**config.mk**
```make
export PLATFORM = sky130hd
export DESIGN_NAME = unsign_acc_dump
export DESIGN_NICKNAME = d
export VERILOG_FILES = /design/src/rtl/dsp_pkg.sv /design/src/rtl/unsign_sat_add.sv /design/src/rtl/unsign_acc_dump.sv
export SDC_FILE = /design/constraint.sdc
export NUM_CORES = 1
export LEC_CHECK = 0
export BUFFER_PORTS_ARGS = -buffer_cell sky130_fd_sc_hd__buf_2
export CAP_MARGIN = 10
export CORE_UTILIZATION = 60
export CTS_BUF_LIST = sky130_fd_sc_hd__clkbuf_8
export CTS_CLUSTER_DIAMETER = 150
export DETAILED_ROUTE_END_ITERATION = 16
export PLACE_DENSITY = 0.85
export SLEW_MARGIN = 20
export SYNTH_ARGS = -nofsm -noshare
export SYNTH_HDL_FRONTEND = slang
export SYNTH_SLANG_ARGS = --single-unit
```
**constraint.sdc**
```tcl
create_clock -name clk -period 8.4 [get_ports clk]
set_input_delay 1.68 -clock clk [delete_from_list [all_inputs] [get_ports clk]]
set_output_delay 1.68 -clock clk [all_outputs]
set_load 0.02 [all_outputs]
```
**src/rtl/dsp_pkg.sv**
```systemverilog
// Shared DSP helpers: constant-width utilities used by the accumulate/cast datapath.
package dsp_pkg;

    localparam int MAX_ACC_WIDTH = 64;

    // Wide all-ones constant; modules slice off the low DOUT_WIDTH bits they need.
    localparam logic [MAX_ACC_WIDTH-1:0] ACC_ONES = '1;

    function automatic int clog2(input int value);
        int result;
        result = 0;
        while ((1 << result) < value) result++;
        return result;
    endfunction

endpackage

```
**src/rtl/unsign_sat_add.sv**
```systemverilog
// Unsigned saturating adder: zero-extends a into the S_WIDTH domain and clamps on carry-out.
module unsign_sat_add
    import dsp_pkg::*;
#(
    parameter int A_WIDTH = 16,
    parameter int S_WIDTH = 32
) (
    input  logic [S_WIDTH-1:0] s,
    input  logic [A_WIDTH-1:0] a,
    output logic [S_WIDTH-1:0] y,
    output logic               ovf
);

    logic [S_WIDTH:0] sum_w;

    always_comb begin
        sum_w = {1'b0, s} + (S_WIDTH+1)'(a);
        ovf   = sum_w[S_WIDTH];
        y     = ovf ? ACC_ONES[S_WIDTH-1:0] : sum_w[S_WIDTH-1:0];
    end

endmodule

```
**src/rtl/unsign_acc_dump.sv**
```systemverilog
// Integrate-and-dump accumulator: sums acc_len valid samples and emits one saturating wide sum per frame.
module unsign_acc_dump
    import dsp_pkg::*;
#(
    parameter int DIN_WIDTH  = 16,
    parameter int DOUT_WIDTH = 32,
    parameter int LEN_WIDTH  = 10
) (
    input  logic                  clk,
    input  logic                  rst_n,
    input  logic [DIN_WIDTH-1:0]  din,
    input  logic                  din_valid,
    input  logic [LEN_WIDTH-1:0]  acc_len,
    input  logic                  sync,
    output logic [DOUT_WIDTH-1:0] dout,
    output logic                  dout_valid,
    output logic                  dout_sat,
    output logic                  busy
);

    logic [DOUT_WIDTH-1:0] acc;
    logic [DOUT_WIDTH-1:0] acc_base;
    logic [DOUT_WIDTH-1:0] sum;
    logic [LEN_WIDTH-1:0]  cnt;
    logic [LEN_WIDTH-1:0]  cnt_base;
    logic [LEN_WIDTH-1:0]  len_r;
    logic [LEN_WIDTH-1:0]  len_cur;
    logic [LEN_WIDTH:0]    len_eff;
    logic [LEN_WIDTH:0]    cnt_next;
    logic                  sat_r;
    logic                  sat_base;
    logic                  ovf;
    logic                  frame_start;
    logic                  last;

    // sync discards the partial frame, so the current sample sees a clean accumulator.
    always_comb begin
        frame_start = sync || (cnt == '0);
        acc_base    = sync ? '0 : acc;
        cnt_base    = sync ? '0 : cnt;
        sat_base    = sync ? 1'b0 : sat_r;
        len_cur     = frame_start ? acc_len : len_r;
        len_eff     = (len_cur == '0) ? (LEN_WIDTH+1)'(1) : {1'b0, len_cur};
        cnt_next    = {1'b0, cnt_base} + (LEN_WIDTH+1)'(1);
        last        = (cnt_next == len_eff);
    end

    // One adder serves both the running sum and the final dump sum.
    unsign_sat_add #(
        .A_WIDTH(DIN_WIDTH),
        .S_WIDTH(DOUT_WIDTH)
    ) u_sat_add (
        .s  (acc_base),
        .a  (din),
        .y  (sum),
        .ovf(ovf)
    );

    always_ff @(posedge clk or negedge rst_n) begin
        if (!rst_n) begin
            acc        <= '0;
            cnt        <= '0;
            len_r      <= '0;
            sat_r      <= 1'b0;
            dout       <= '0;
            dout_valid <= 1'b0;
            dout_sat   <= 1'b0;
        end else begin
            dout_valid <= 1'b0;
            if (din_valid) begin
                if (frame_start) len_r <= acc_len;
                if (last) begin
                    dout       <= sum;
                    dout_sat   <= sat_base | ovf;
                    dout_valid <= 1'b1;
                    acc        <= '0;
                    cnt        <= '0;
                    sat_r      <= 1'b0;
                end else begin
                    acc   <= sum;
                    cnt   <= cnt_next[LEN_WIDTH-1:0];
                    sat_r <= sat_base | ovf;
                end
            end else if (sync) begin
                acc   <= '0;
                cnt   <= '0;
                sat_r <= 1'b0;
            end
        end
    end

    assign busy = (cnt != '0);

endmodule
```
==> flow_metrics.py, run 1 <==
metrics = {
    "yosys": {
        "syn-cell-area_mm2": 0.00576,
        "ys_seq_area_share_pct": 37.8,
        "ys_warn_count": 0,
        "synth_ff_type": "dfrtp_1",
        "synthArstFlopShare_pct": 100,
        "synth-seq-cells": 87,
        "synthCells": 613,
        "synth-edff-count": 0,
        "synth_area_per_cell_um2": 9.39,
        "synth.distinct_cells": 71,
        "syn_nets": 661,
    },
    "pwr": {
        "p_leak_uw": 0.00303,
        "ir_drop_v": 0.000121,
        "power_density_mw_per_mm2": 175,
        "fin_total_pwr_uw": 1110,
    },
    "placed_design": {
        "gp_congestion": 0.986,
        "dp_slack_ps": 2590,
        "place_area_mm2": 0.00610,
        "port_buffers": 64,
        "hpwl_um": 10200,
    },
    "critical_path": {
        "path_delay_family": "buffers and inverters",
        "crit_slowest_cell": "inv_1",
        "cp-startpoint": "sync",
        "crit_fanout": 41,
        "r2r_start": "acc[0]$_DFF_PN0_",
        "worst_ep_required_time_ps": 8620,
        "crit_path_end_kind": "flop",
        "critPathKind": "in2reg",
        "cp_num_buf_inv": 5,
        "crit_path_start_kind": "primary input",
        "crit_chain": "buf_2 -> buf_4 -> inv_1 -> nand2_1 -> inv_1 -> ha_1 -> nand4_1 -> or2_2 -> a211oi_1 -> a211oi_1 -> a2111oi_2 -> nand4_1 -> buf_4 -> nand2_1 -> o21ai_0",
        "critical_path_arrival_ps": 5770,
        "critPathMaxStageDelay_ps": 570,
    },
    "detailed_routing": {
        "vias": 5104,
        "via_per_inst": 6.44,
        "drt_iter0_drc": 645,
        "firstDrtPassIters": 5,
        "routed_wl_um": 14600,
        "ant_nets": 0,
        "drc_errors": 0,
        "wl_per_cell_um": 18.4,
    },
    "floorplanning": {
        "start_util_pct": 62.0,
        "io_pins": 65,
        "fp.dieArea_mm2": 0.00999,
        "chipHeight_um": 100,
        "rows": 35,
        "core_area_mm2": 0.00928,
        "dieWidth_um": 100,
    },
    "final_layout": {
        "drive_gt1_share_pct": 19.6,
        "finish.instance_area_mm2": 0.00635,
        "finish.net_count": 708,
        "fill_cells": 737,
        "syn_to_final_growth_pct": 10.3,
        "antenna_cells": 0,
    },
    "sta": {
        "fin_worst_skew_ps": 16.9,
        "hold_violations": 0,
        "fmax_mhz": 180,
        "finalSetupViolCount": 0,
        "drv_slew": 0,
        "tns_ps": 0,
        "fin_ws_ps": 2850,
        "worst_pin_slew_ps": 1230,
        "finalCritPeriodShare_pct": 66.0,
        "layout_min_cycle_time_ps": 5550,
        "maxSlewHeadroom_pct": 17.7,
        "rsz0062_at_grt": "false",
    },
    "clock_network": {
        "cts_buffers": 9,
        "clock_sinks": 87,
        "htree_num_levels": 3,
        "clkTransAtPathRegs_ps": 90,
        "cts_hold_buf": 0,
        "cts_setup_buffers": 0,
        "cts_tree": "done",
        "clkLatencyLatePin_ps": 370,
        "cts_resized": 0,
        "root_buffer": "clkbuf_8",
        "cts_max_path_buffers": 2,
    },
    "global_routing": {
        "grt_pass1_wl_um": 24200,
        "grt.overflow.total": 0,
        "grt_pass1_vias": 4809,
        "grtUsageTotal_pct": 30.8,
        "antenna_found_initial": 0,
        "grt_start_max_net_pins": 86,
    },
    "min_path": {
        "hold_path.class": "reg2reg",
        "hp-start": "dout[9]$_DFFE_PN0P_",
    },
    "run_status": {
        "status": "complete, no violations",
    },
    "job": {
        "cap_violations": 0,
    },
}
==> layer usage <==
metal / vias up / track usage (%) / routed length, um
met5: - / 0 / 0
met4: 0 / 10.3 / 308
met3: 34 / 4.25 / 1250
met2: 295 / 48.1 / 6590
met1: 2431 / 44.2 / 6460
li1: 2344 / - / -
==> flip-flops by register name (all words and copies together) (netlist names) <==
register    count
sat_r           1
len_r          10
dout           32
cnt            10
acc            32
dout_valid      1
dout_sat        1
==> layout by cell type (no fill, tap or decap), types with 4 or more instances in the layout <==
cell type  Yosys  layout
dfrtp_1       87      87
buf_2          2      63
nand2_1       55      55
nor2_1        35      35
o21ai_0       33      33
a21oi_1       32      32
nor2b_1       28      28
nand3_1       24      24
mux2_4        19      19
inv_1         17      18
nor3_1        18      18
a21o_1        17      17
ha_1          17      17
xnor2_1       16      16
xor2_1        12      12
a22o_1        11      11
and3_1        10      10
and2_1        10      10
a211oi_1       9       9
clkbuf_8       0       9
nand4_1        8       8
a31oi_1        8       8
mux2_2         8       8
mux2i_1        7       7
o31ai_1        7       7
nand2b_1       6       6
a31o_2         6       6
nor4_1         6       6
o211ai_1       6       6
buf_4          2       6
o21a_1         5       5
a22oi_1        4       4
o22a_1         4       4
bufinv_16      0       4
==> final timing paths <==
kind	to	slack, ps	depth (start not counted)
worst min-delay path	dout[9]$_DFFE_PN0P_	510	1
worst max-delay path	cnt[9]$_DFF_PN0_	2850	15
max in group asynchronous	acc[14]$_DFF_PN0_	6370	2
worst max register to register	acc[24]$_DFF_PN0_	4390	11
min in group asynchronous	acc[0]$_DFF_PN0_	1080	1
worst min register to register	dout[9]$_DFFE_PN0P_	510	1
==> stage by stage <==
stage / std cells / utilization, % / hold slack, ps
after floorplan: 613 / - / 480
after global placement: 778 / 65.7 / 490
after detailed placement: 778 / 65.7 / 493
after CTS: 792 / 68.4 / 518
after global routing: 792 / 68.4 / 534
final: 792 / 68.4 / 512
==> synthesized netlist by cell type (7+ instances only) <==
library cell  number  area (um2)
a211oi_1           9        67.6
nor2_1            35         131
nand3_1           24         120
clkbuf_1          24        90.1
a21o_1            17         128
xor2_1            12         105
ha_1              17         213
nor3_1            18        90.1
inv_1             17        63.8
xnor2_1           16         140
o31ai_1            7        52.6
and2_1            10        62.6
nand2_1           55         206
nor2b_1           28         175
a31oi_1            8        50.1
a22o_1            11        96.3
mux2i_1            7        70.1
mux2_4            19         285
o21ai_0           33         165
and3_1            10        62.6
dfrtp_1           87        2180
a21oi_1           32         160
mux2_2             8        90.1
nand4_1            8        50.1
==> cells by family after synthesis <==
kind of cell | after synthesis | synth area share (%)
fa+ha+maj | 18 | 4.04
buf+inv | 53 | 4.56
mux | 35 | 8.13
compound gates | 177 | 21.7
flops | 87 | 37.8
simple gates | 215 | 19.5
xor+xnor | 28 | 4.26
==> cell type report <==
type	instances	area, um2	area share (%)
well taps	129	161	2.54
clock buffers	9	124	1.95
inverters	19	76.3	1.20
clock inverters	5	124	1.95
multi-input cells	473	3320	52.2
repair buffers	70	372	5.85
flip-flops and latches	87	2180	34.3
==> where the power goes <==
part,internal [uW],switching [uW]
combinational,115,153
clock,224,151
sequential,450,18.1
total,790,322
==> worst reg2reg max path: stages, from the launching register on <==
cell and delay, ps:
dfrtp_1 370, nor2b_1 140, ha_1 250, fa_1 410
a21oi_1 270, o21ba_2 200, a21oi_1 120, o21a_1 220
a21oi_1 680, nor2_1 530, o41ai_1 480, a22oi_1 160
No activity file was read; power rests on OpenSTA's default activity.
==> run 2: changes to the inputs <==
- ABC_AREA: default -> 1
- clock period: 8.4 -> 5.15 ns (I/O delays scaled with it)
==> run 2 against run 1 <==
Net effect: clock power increased by 31%; die area rose by 4.1%; utilization down 0.66 points; via count up 22%; worst hold slack worse by 37 ps; cell count is 39% higher; design area increased by 3.8%; first-iteration DRC count shrank 31%; global-route usage up 2.6 points; register-to-register slack got worse by 2600 ps; largest cell class unchanged.
==> flow_metrics.py, run 2 <==
metrics = {
    "global_routing": {
        "grt_pass1_wl_um": 26900,
        "grt_pass1_vias": 5750,
        "grtUsageTotal_pct": 33.3,
        "grt_start_max_net_pins": 53,
        "grt.overflow.total": 0,
        "antenna_found_initial": 0,
    },
    "critical_path": {
        "reg2reg_to": "acc[21]$_DFF_PN0_",
        "critical_path_arrival_ps": 4150,
        "crit_fanout": 35,
        "critPathKind": "in2reg",
        "crit_path_end_kind": "flop",
        "regToRegSetupSlack_ps": 1830,
        "r2r_start": "cnt[2]$_DFF_PN0_",
        "reg2reg_depth": 14,
        "crit_path_start_kind": "primary input",
        "worst_ep_required_time_ps": 5420,
    },
    "clock_network": {
        "cts_max_path_buffers": 2,
        "cts_resized": 0,
        "root_buffer": "clkbuf_8",
        "htree_num_levels": 3,
        "cts_setup_buffers": 0,
        "clkTransAtPathRegs_ps": 100,
        "clock_sinks": 87,
        "cts_tree": "done",
        "clkLatencyLatePin_ps": 380,
        "cts_buffers": 9,
        "cts_hold_buf": 0,
    },
    "floorplanning": {
        "io_pins": 65,
        "fp.dieArea_mm2": 0.0104,
        "core_area_mm2": 0.00973,
        "dieWidth_um": 102,
        "rows": 36,
        "start_util_pct": 61.6,
        "chipHeight_um": 102,
    },
    "sta": {
        "layout_min_cycle_time_ps": 3880,
        "hold_violations": 0,
        "fin_worst_skew_ps": 13.9,
        "rsz0062_at_grt": "false",
        "tns_ps": 0,
        "maxSlewHeadroom_pct": 42.4,
        "fmax_mhz": 258,
        "drv_slew": 0,
        "worst_pin_slew_ps": 862,
        "finalCritPeriodShare_pct": 75.4,
        "finalSetupViolCount": 0,
    },
    "final_layout": {
        "drive_gt1_share_pct": 11.0,
        "antenna_cells": 0,
        "final_cell_mix": "nand2_1, nand3_1, inv_1",
        "final_common_cell": "nand2_1",
        "utilization_pct": 67.7,
        "syn_to_final_growth_pct": 9.93,
        "stdcell_count": 1100,
        "finish.net_count": 1010,
        "reg_top3": "acc x32, dout x32",
    },
    "yosys": {
        "synth_ff_type": "dfrtp_1",
        "synth-seq-cells": 87,
        "synth.distinct_cells": 38,
        "synth.top_cell.area_share_pct": 36.3,
        "syn-cell-area_mm2": 0.00600,
        "ys_warn_count": 0,
        "synthArstFlopShare_pct": 100,
        "synth_area_per_cell_um2": 6.55,
        "netlist_top_cells_count": "nand2_1, nand3_1, inv_1, dfrtp_1, nor2_1",
        "yosysMostFrequentCell": "nand2_1",
        "synthCells": 915,
        "synth-edff-count": 0,
        "syn_nets": 963,
        "synthTopCellsByArea": "dfrtp_1, nand2_1, nand3_1",
        "ys_seq_area_share_pct": 36.3,
        "synth_top_area_cell": "dfrtp_1",
    },
    "placed_design": {
        "hpwl_um": 11700,
        "dp_cells": 1084,
        "gp_congestion": 1.01,
        "port_buffers": 64,
    },
    "pwr": {
        "p_leak_uw": 0.00378,
        "ir_drop_v": 0.000128,
        "power_density_mw_per_mm2": 255,
    },
    "detailed_routing": {
        "wl_per_cell_um": 14.7,
        "vias": 6202,
        "firstDrtPassIters": 5,
        "ant_nets": 0,
        "drt_iter0_drc": 443,
        "routed_wl_um": 16200,
        "via_per_inst": 5.64,
        "drc_errors": 0,
    },
    "min_path": {
        "hold_path.class": "reg2reg",
        "hp-start": "dout[27]$_DFFE_PN0P_",
        "hold_path_end": "dout[27]$_DFFE_PN0P_",
        "hold_depth": 2,
    },
    "run_status": {
        "status": "complete, no violations",
    },
    "job": {
        "cap_violations": 0,
    },
}
[run 2: cell families after synthesis]
logic type                 synth area share (%)
adders and majority gates                  3.88
and+or+nand+nor                            41.8
xor gates and xnor gates                   2.19
buffers and inverters                      10.0
AOI/OAI and AO/OA                          5.80
DFF                                        36.3
[run 2: worst max path at each step]
stage / startpoint / endpoint / slack, ps / cells after the start
floorplan: sync / dout[10]$_DFFE_PN0P_ / 1110 / 17
global placement: sync / dout[24]$_DFFE_PN0P_ / 1070 / 14
detailed placement: sync / dout[13]$_DFFE_PN0P_ / 970 / 16
CTS: sync / dout[13]$_DFFE_PN0P_ / 1330 / 17
global route: sync / dout_sat$_DFFE_PN0P_ / 910 / 17
finish: sync / dout[13]$_DFFE_PN0P_ / 1270 / 17
[run 2: power breakdown]
part | total (uW) | switching (uW) | internal [uW]
registers | 748 | 19.0 | 729
clock network | 493 | 301 | 191
logic | 439 | 302 | 137
total | 1680 | 622 | 1060
[run 2: area by class of cell]
cell class	instances	area (um2)
clock buffer	9	124
clock inverter	7	75.1
fill	910	3140
inverter	115	434
multi-input combinational	675	3220
sequential	87	2180
tap	133	166
timing repair buffer	74	398
[run 2: critical path: stages]
cell	delay, ps
buf_2	260
inv_4	300
nand2_1	180
inv_2	150
ha_1	200
nand3_1	140
nor3_2	240
nand3_1	110
nand2_1	70
nand2_1	80
nand2_1	60
nand3_1	120
nor3_4	240
buf_4	290
nand3_4	380
nand2_1	190
nand2_1	70
[run 2: per-stage QoR]
| stage | hold slack (ps) | instance area, um2 | setup slack (ps) | power [uW] |
|---|---|---|---|---|
| final | 476 | 6590 | 1270 | 1680 |
| after global routing | 503 | 6590 | 905 | 1760 |
| after CTS | 478 | 6590 | 1330 | 1670 |
| after detailed placement | 454 | 6390 | 965 | 1190 |
| after global placement | 452 | 6390 | 1070 | 1180 |
| after floorplan | 444 | 6000 | 1110 | 1070 |
[run 2: per-layer routing]
metal  track usage [%]  wire (um)
met1              45.5       7020
met3              4.86       1350
met5                 0          0
met4              13.0        429
met2              53.7       7360
==> run 3: changes to the inputs <==
- CORE_UTILIZATION: 60 -> 56
- PLACE_DENSITY: 0.85 -> 0.84
- clock period: 5.15 -> 3.5 ns (I/O delays scaled with it)
==> run 3 against run 2 <==
Net effect: sequential power grew 47%; design area grew 3.0%; setup slack lost 710 ps; cell count grew 1.6%; non-clock buffer count grew 15; via count shrank 0.58%; clock skew shrank 0.82 ps; critical path type unchanged.
==> flow_metrics.py, run 3 (same netlist as run 2, synthesis figures left out) <==
metrics = {
    "clock_network": {
        "clkLatencyLatePin_ps": 390,
        "cts_buffers": 9,
        "clock_sinks": 87,
        "cts_resized": 0,
        "cts_tree": "done",
        "clkTransAtPathRegs_ps": 90,
        "cts_setup_buffers": 0,
        "htree_num_levels": 3,
        "cts_max_path_buffers": 2,
        "root_buffer": "clkbuf_8",
        "cts_hold_buf": 0,
    },
    "critical_path": {
        "regToRegSetupSlack_ps": 640,
        "crit_path_end_kind": "flop",
        "critPathKind": "in2reg",
        "worst_ep_required_time_ps": 3780,
        "crit_path_start_kind": "primary input",
        "critical_path_arrival_ps": 3220,
        "crit_fanout": 42,
    },
    "detailed_routing": {
        "drc_errors": 0,
        "wl_per_cell_um": 15.2,
        "via_per_inst": 5.52,
        "drt_iter0_drc": 499,
        "vias": 6166,
        "routed_wl_um": 17000,
        "ant_nets": 0,
        "firstDrtPassIters": 5,
    },
    "sta": {
        "layout_min_cycle_time_ps": 2950,
        "tns_ps": 0,
        "maxSlewHeadroom_pct": 52.2,
        "finalCritPeriodShare_pct": 84.2,
        "hold_violations": 0,
        "fmax_mhz": 339,
        "worst_pin_slew_ps": 717,
        "drv_slew": 0,
        "fin_worst_skew_ps": 13.0,
        "finalSetupViolCount": 0,
        "rsz0062_at_grt": "false",
    },
    "pwr": {
        "p_leak_uw": 0.00389,
        "power_density_mw_per_mm2": 403,
        "ir_drop_v": 0.000279,
    },
    "floorplanning": {
        "core_area_mm2": 0.0104,
        "start_util_pct": 57.8,
        "fp.dieArea_mm2": 0.0111,
        "io_pins": 65,
        "dieWidth_um": 105,
        "chipHeight_um": 105,
        "rows": 37,
    },
    "final_layout": {
        "stdcell_count": 1118,
        "final_common_cell": "nand2_1",
        "antenna_cells": 0,
        "drive_gt1_share_pct": 12.2,
        "final_cell_mix": "nand2_1, nand3_1, inv_1",
        "syn_to_final_growth_pct": 13.3,
        "finish.net_count": 1025,
        "reg_top3": "acc x32, dout x32",
    },
    "placed_design": {
        "gp_congestion": 1.03,
        "hpwl_um": 12600,
        "dp_cells": 1102,
        "port_buffers": 64,
    },
    "min_path": {
        "hold_path.class": "in2async",
    },
    "global_routing": {
        "grtUsageTotal_pct": 32.5,
        "grt_start_max_net_pins": 62,
        "use_met2_pct": 50.6,
        "met3_usage_pct": 6.18,
        "antenna_found_initial": 0,
        "grt_pass1_wl_um": 28200,
        "top_usage_layer": "met2",
        "grt.overflow.total": 0,
        "met1_usage_pct": 44.5,
        "grt_pass1_vias": 5768,
    },
    "run_status": {
        "status": "complete, no violations",
    },
    "job": {
        "cap_violations": 0,
    },
}
-- run 3: path summary, 6_finish.rpt --
path | start | endpoint | depth (start not counted)
setup / recovery | sync | acc[9]$_DFF_PN0_ | 20
setup reg to reg | cnt[2]$_DFF_PN0_ | acc[9]$_DFF_PN0_ | 15
hold / removal | rst_n | dout[4]$_DFFE_PN0P_ | 1
max in group asynchronous | rst_n | dout[25]$_DFFE_PN0P_ | 2
hold reg to reg | dout[0]$_DFFE_PN0P_ | dout[0]$_DFFE_PN0P_ | 2
min in group clk | dout[0]$_DFFE_PN0P_ | dout[0]$_DFFE_PN0P_ | 2
-- run 3: critical path, cell delays in order --
cell and delay, ps:
buf_2 170, buf_4 200, inv_4 50, nand2_1 110, inv_2 140, ha_1 190
nand3_1 120, inv_1 110, nand3_1 140, nand2_1 100, nand2_1 80, nand2_1 70
nand2_1 70, nor2_1 140, nand3_1 120, nor3_4 230, nand2_2 100, buf_12 200
nand3_1 100, nand2_1 60
-- run 3: power breakdown --
group	internal [uW]	switching, uW	leakage (uW)
registers	1070	28.6	0.00117
logic	216	464	0.00258
clock network	565	388	0.000138
total	1850	881	0.00389
-- run 3: through the flow --
stage	area, um2	hold slack [ps]	total power [uW]	worst slack, ps	util, %
after floorplan	6000	404	1570	68.0	-
after global placement	6520	449	1770	225	62.9
after detailed placement	6520	453	1780	213	62.9
after CTS	6790	383	2730	598	65.5
after global routing	6790	409	2860	303	65.5
final	6790	364	2730	553	65.5
-- run 3: metal layers --
layer / part of all wire (%) / wire length [um] / vias up
met5: 0 / 0 / -
met4: 2.9 / 492 / 0
met3: 8.1 / 1380 / 45
met2: 45 / 7630 / 262
met1: 44 / 7470 / 2800
li1: - / - / 3059
-- run 3: final cells by class --
class	count	area, um2
clock buffer	10	138
clock inverter	6	133
fill	994	3580
inverter	115	434
multi-input combinational	675	3220
sequential	87	2180
tap	136	170
timing repair buffer	89	523
